**src/rtl/csa_resolve_seq.sv**
```systemverilog
// Carry-save resolver: turns a redundant (ps, sc) pair into one binary sum.
// The full-width carry-propagate add is split into CHUNK-bit slices, one
// slice per cycle, with the slice carry chained through a register. This
// keeps the wide carry chain off the critical path. One operation is in
// flight at a time, with valid/ready handshakes on both sides.
module csa_resolve_seq #(
   parameter int WIDTH = 192,
   parameter int CHUNK = 32
) (
   input  logic             clk,
   input  logic             rst,
   input  logic             in_valid,
   output logic             in_ready,
   input  logic [WIDTH-1:0] in_ps,
   input  logic [WIDTH-1:0] in_sc,
   output logic             out_valid,
   input  logic             out_ready,
   output logic [WIDTH-1:0] out_sum,
   output logic             out_cout
);

   // The slices must tile the operand exactly.
   if ((WIDTH % CHUNK) != 0) begin : g_chunk_check
      $error("csa_resolve_seq: WIDTH must be a multiple of CHUNK");
   end

   localparam int NCHUNK = WIDTH / CHUNK;
   localparam int IDXW   = (NCHUNK > 1) ? $clog2(NCHUNK) : 1;
   localparam logic [IDXW-1:0] LAST_IDX = IDXW'(NCHUNK - 1);

   typedef enum logic [1:0] {
      IDLE = 2'd0,
      ADD  = 2'd1,
      DONE = 2'd2
   } state_t;

   state_t           state_r;
   state_t           state_s;
   logic             in_ready_r;
   logic             out_valid_r;
   logic [WIDTH-1:0] ps_r;
   logic [WIDTH-1:0] sc_r;
   logic [WIDTH-1:0] sum_r;
   logic [IDXW-1:0]  idx_r;
   logic             carry_r;
   logic             cout_r;
   logic [31:0]      base_s;
   logic [CHUNK:0]   add_s;

   // Next-state logic: accept in IDLE, step through slices in ADD, wait for the handshake in DONE.
   always_comb begin
      state_s = state_r;
      case (state_r)
         IDLE: begin
            if (in_valid) begin
               state_s = ADD;
            end else begin
               state_s = IDLE;
            end
         end
         ADD: begin
            if (idx_r == LAST_IDX) begin
               state_s = DONE;
            end else begin
               state_s = ADD;
            end
         end
         DONE: begin
            if (out_ready) begin
               state_s = IDLE;
            end else begin
               state_s = DONE;
            end
         end
         default: begin
            state_s = IDLE;
         end
      endcase
   end

   // Slice adder: the current slice of ps plus the current slice of sc plus the chained carry.
   always_comb begin
      base_s = 32'(idx_r) * 32'(CHUNK);
      add_s  = {1'b0, ps_r[base_s +: CHUNK]}
             + {1'b0, sc_r[base_s +: CHUNK]}
             + {{CHUNK{1'b0}}, carry_r};
   end

   // State register, plus handshake flags registered from the next state.
   always_ff @(posedge clk or posedge rst) begin
      if (rst) begin
         state_r     <= IDLE;
         in_ready_r  <= 1'b1;
         out_valid_r <= 1'b0;
      end else begin
         state_r     <= state_s;
         in_ready_r  <= (state_s == IDLE);
         out_valid_r <= (state_s == DONE);
      end
   end

   // Datapath: capture operands on accept, then write one sum slice and carry per ADD cycle.
   always_ff @(posedge clk or posedge rst) begin
      if (rst) begin
         ps_r    <= {WIDTH{1'b0}};
         sc_r    <= {WIDTH{1'b0}};
         sum_r   <= {WIDTH{1'b0}};
         idx_r   <= {IDXW{1'b0}};
         carry_r <= 1'b0;
         cout_r  <= 1'b0;
      end else begin
         case (state_r)
            IDLE: begin
               if (in_valid) begin
                  ps_r    <= in_ps;
                  sc_r    <= in_sc;
                  idx_r   <= {IDXW{1'b0}};
                  carry_r <= 1'b0;
               end
            end
            ADD: begin
               sum_r[base_s +: CHUNK] <= add_s[CHUNK-1:0];
               carry_r                <= add_s[CHUNK];
               if (idx_r == LAST_IDX) begin
                  cout_r <= add_s[CHUNK];
                  idx_r  <= {IDXW{1'b0}};
               end else begin
                  idx_r  <= idx_r + {{(IDXW-1){1'b0}}, 1'b1};
               end
            end
            DONE: begin
               // Result is held until the downstream handshake.
            end
            default: begin
               // Unreachable encoding; the state register recovers to IDLE.
            end
         endcase
      end
   end

   assign in_ready  = in_ready_r;
   assign out_valid = out_valid_r;
   assign out_sum   = sum_r;
   assign out_cout  = cout_r;

endmodule

```
**config.mk**
```make
export PLATFORM = sky130hd
export DESIGN_NAME = csa_resolve_seq
export DESIGN_NICKNAME = d
export VERILOG_FILES = /design/src/rtl/csa_resolve_seq.sv
export SDC_FILE = /design/constraint.sdc
export NUM_CORES = 1
export LEC_CHECK = 0
export BUFFER_PORTS_ARGS = -buffer_cell sky130_fd_sc_hd__buf_2
export CORE_MARGIN = 2
export CORE_UTILIZATION = 39
export DETAILED_ROUTE_END_ITERATION = 8
export HOLD_SLACK_MARGIN = 0.15
export MAX_ROUTING_LAYER = met4
export PLACE_DENSITY = 0.66
export SLEW_MARGIN = 20
export SYNTH_ARGS = -nofsm -noshare
export SYNTH_HDL_FRONTEND = slang
export SYNTH_SLANG_ARGS = --single-unit
```
**constraint.sdc**
```tcl
create_clock -name clk -period 53 [get_ports clk]
set_input_delay 2.65 -clock clk [delete_from_list [all_inputs] [get_ports clk]]
set_output_delay 2.65 -clock clk [all_outputs]
set_load 0.01 [all_outputs]
```
Word level (Yosys, flattened, before mapping) --
Cells that the tools add are included. W data, S select, Z words.
Word-level totals: bits in registers 585, input port bits 388, word-level logic and storage cells 38
Cells by class: add/subtract/negate cells 4, equality and inequality tests 5, shift operators 4, multiplexer cells 10, reduce and logical (&&, ||, !) cells 6
Operators by type and width (count):
- $shiftx A192 B9 Y32 | 2
- $bwmux W192 | 1
- $shift A32 B34 Y192 const A | 1
- $shiftx A32 B34 Y192 | 1
- $neg A8 Y34 | 1
- $add A32 B32 Y33 | 1
- $add A33 B1 Y33 | 1
- $mux W3 | 2
- $pmux W2 S3 | 1
- $pmux W3 S2 | 1
- $reduce_and A2 Y1 | 3
- $eq A2 B2 Y1 const B | 2
- $logic_not A2 Y1 | 2
- $mux W2 | 2
- $add A3 B1 Y3 const B | 1
- $eq A3 B3 Y1 const B | 1
- $eq A2 B1 Y1 const B | 1
- $mux W1 | 2
- $ne A2 B2 Y1 const B | 1
- $pmux W1 S2 | 1
- $reduce_bool A2 Y1 | 1

Logic depth before layout (Yosys ltp) --
word-level depth 5, depth in mapped cells 17, gate-level depth less buffers 14

Least setup slack after synthesis --
No wires, ideal clock.
kind register to register, start point register idx_r[1], end point register sum_r[12], in the netlist out_sum[12], setup time 0.125 ns, data arrival time 4.791 ns, required time 52.875 ns, path slack 48.084 ns, stages on the path, launching flop included 18, cells stage by stage dfrtp_1 > buf_1 > clkbuf_1 > clkbuf_1 > mux4_2 > nand2_1 > o21ai_0 > fa_1 > fa_1 > a21oi_1 > nor2_1 > or2_2 > a31oi_1 > nor2b_1 > o21a_1 > o41ai_1 > xnor2_1 > mux2_2
On the way: word-level cells in the longest chain between the ends 5
Ends and longest elaborated chain:
- start, declared | line 44 | logic [IDXW-1:0] idx_r;
- start signal, assigned | line 108 | idx_r <= {IDXW{1'b0}};
- start signal, assigned | line 117 | idx_r <= {IDXW{1'b0}};
- start signal, assigned | line 126 | idx_r <= {IDXW{1'b0}};
- $shiftx A192 B9 Y32, on equally long branches | line 84, 85
- $add A32 B32 Y33 | line 85 | + {1'b0, sc_r[base_s +: CHUNK]}
- $add A33 B1 Y33 | line 86 | + {{CHUNK{1'b0}}, carry_r};
- $shiftx A32 B34 Y192 | line 122 | sum_r[base_s +: CHUNK] <= add_s[CHUNK-1:0];
- $bwmux W192 (*) | line 122
- end signal, assigned | line 107 | sum_r <= {WIDTH{1'b0}};
- end signal, assigned by index | line 122
- end, declared | line 43 | logic [WIDTH-1:0] sum_r;
Every way passes the cells marked *; elsewhere a longest branch is shown, timed or not. A chain may end at the register's enable or synchronous reset.

Final worst setup path --
start point register idx_r[1], end point register sum_r[19], in the netlist out_sum[19]
Same word-level chain as after synthesis.

==> metrics.md <==
| Metric | Value |
|---|---|
| DR WL/cell | `22.6 µm` |
| Global-route wire length before repair | `115,000 µm` |
| FFs w/ async S/R, synth | `1.00` |
| Htree depth | `3` |
| Die X | `262 µm` |
| Dpl ws | `46,620 ps` |
| Cell count after synthesis | `1,935` |
| RePlAce Congestion | `~0.85` |
| # DRC | `0` |
| Critical Path RT | `53,530 ps` |
| Setup TNS | `0 ps` |
| Rows | `94` |
| Vias/cell | `5.29` |
| Total I/O pin count | `a little under 600` |
| Initial antenna violation count | `58` |
| Clk_lat worst skew | `610 ps` |
| Synth area leaders | `dfrtp_1, mux2_2, mux4_2` |
| Yosys cell types | `55` |
| Top cell type by total area after synthesis | `dfrtp_1` |
| Slack of the critical path | `~47,000 ps` |
| Headroom to the max-slew limit | `0.259` |
| DIE HEIGHT | `262 µm` |
| TritonRoute pass-1 iters | `5` |
| Vias in the first global route | `19,100` |
| Layout cells sized above 1 | `0.483` |
| TritonCTS buffer count | `66` |
| Syn Nets | `2,362` |
| Crit start category | `flip-flop` |
| Yosys reg bits | `585` |
| Fin. max-slew vios | `0` |
| Setup violators final | `0` |
| Iteration-0 DRC Markers | `1,115` |
| Floorplan core area | `65,700 µm²` |
| Period minus WS final | `between 5000 and 6000 ps` |
| Final WL | `approximately 78,000 µm` |
| Post-synth EDFFs | `0` |
| Worst-path clk slew | `60 ps` |
| Clk root buf | `clkbuf_16` |
| Final hold violations | `0` |
| Placed cells | `approximately 3,300` |
| Total clock sinks | `585` |
| Most used cells in the layout excluding fill and tap cells | `dfrtp_1, buf_2, mux2_2` |
| Synth Cell Area | `25,900 µm²` |
| Post-CTS Setup Inserts | `0` |
| Starting Density | `0.394` |
| CTS tree | `done` |
| CTS Hold Buffers Added | `0` |
| Sequential cell area fraction in the yosys report | `0.565` |
| Worst hold-check path type | `flip-flop to flip-flop` |
| Fmax achieved | `0.168 GHz` |
| Worst slew pin tran | `1110 ps` |
| Area Growth Syn to Fin | `24.2%` |
| Outcome | `complete, no violations` |
| Reg2reg start | `idx_r[1]` |
| Worst EP arrival | `roughly 6500 ps` |
| Post-Layout Cell Count | `3,468` |
| Largest net degree at the start of global routing | `about 170` |
| HP Start | `out_sum[164]` |
| Hpwl dp | `58,100 µm` |
| Final period util | `0.112` |
| IO buf count | `around 580` |
| CTS resizes | `0` |
| Vias | `between 15,000 and 20,000` |
| Die area | `68,500 µm²` |
| GRT overflow | `0` |
| Synth warn | `0` |
| Mean Syn Cell Area | `13.4 µm²` |
| RSZ-0062 raised after global routing | `no` |
| Area share of the leading cell type in the synthesized netlist | `0.564` |
| Worst-path maximum fanout | `48` |
| Clock Skew | `24.4 ps` |
| Hold slack | `between 400 and 500 ps` |
| Max Buffers Root-to-Sink | `3` |
| Crit path launch | `idx_r[1]` |
| ANT nets after route | `0` |
| Final #Nets | `2,920` |
| Max Cap Violations | `0` |
| Total GRT Usage | `0.231` |
| Ys flop type | `dfrtp_1` |
| Setup CP Type | `flip-flop to flip-flop` |
| Crit. End Element | `flip-flop` |
logic make-up (layout without fill, tap and decap cells):
kind of cell,after synthesis,in the layout,synth area share
fa+ha+maj,39,39,0.0194
buf+inv,126,736,0.0184
mux,545,545,0.262
xor+xnor,27,27,0.00913
compound gates,320,320,0.0779
simple gates,293,293,0.0480
flops,585,585,0.565
other cells,0,59,0
state kept, by name (all words and copies together), names as in the netlist:
signal / flops
idx_r: 3
sc_r: 192
state_r: 2
ps_r: 192
out_valid: 1
carry_r: 1
in_ready: 1
out_sum: 192
out_cout: 1
through the flow:
step,utilization,area [µm²]
final,0.489,32200
after global routing,0.489,32100
after detailed placement,0.452,29700
after floorplan,-,25900
after CTS,0.486,31900
after global placement,0.451,29700
cell type report:
cell class                 count  area [µm²]
multi-input combinational   1224       10800
clock buffer                  89        1870
antenna                       59         148
fill                        5788       33600
inverter                       7        33.8
sequential                   585       14600
clock inverter                31         379
tap                          864        1080
timing repair buffer         609        3170
final timing paths:
path	endpoint	slack (ps)	depth (start not counted)
max	out_sum[19]	47060	14
min	out_sum[164]	470	2
max reg2reg	out_sum[19]	47060	14
min reg2reg	out_sum[164]	470	2
max in group asynchronous	ps_r[131]	47970	6
min in group asynchronous	out_sum[49]	2180	2
cell usage after synthesis (14+ instances only):
| library cell | count |
|---|---|
| nor2_1 | 22 |
| mux2_2 | 416 |
| a21oi_1 | 25 |
| xnor2_1 | 14 |
| o31ai_1 | 14 |
| mux4_2 | 64 |
| dfrtp_1 | 584 |
| ha_1 | 37 |
| a21o_1 | 17 |
| o21ai_0 | 174 |
| mux2i_1 | 65 |
| nand2_1 | 204 |
| a22o_1 | 56 |
| clkbuf_1 | 103 |
metal layers:
metal / global-route usage / wire [µm]
met1: 0.284 / 31800
met4: 0.105 / 2810
met3: 0.0704 / 6670
met5: - / 0
met2: 0.350 / 37200
worst max-delay path, cell delays in order, from the launching register on:
cell and delay [ps]:
dfrtp_4 790, buf_4 680, inv_1 200, nand2_2 380
buf_4 550, o21ai_0 220, ha_1 390, a21oi_1 140
o21ai_0 190, a22o_1 250, a311o_1 440, a31oi_1 350
o21ai_0 150, xor2_1 830, mux2_2 300
Power is left out: the tool's default activity adds up to more than one toggle a clock period on the data nets, which glitch-free logic cannot reach.
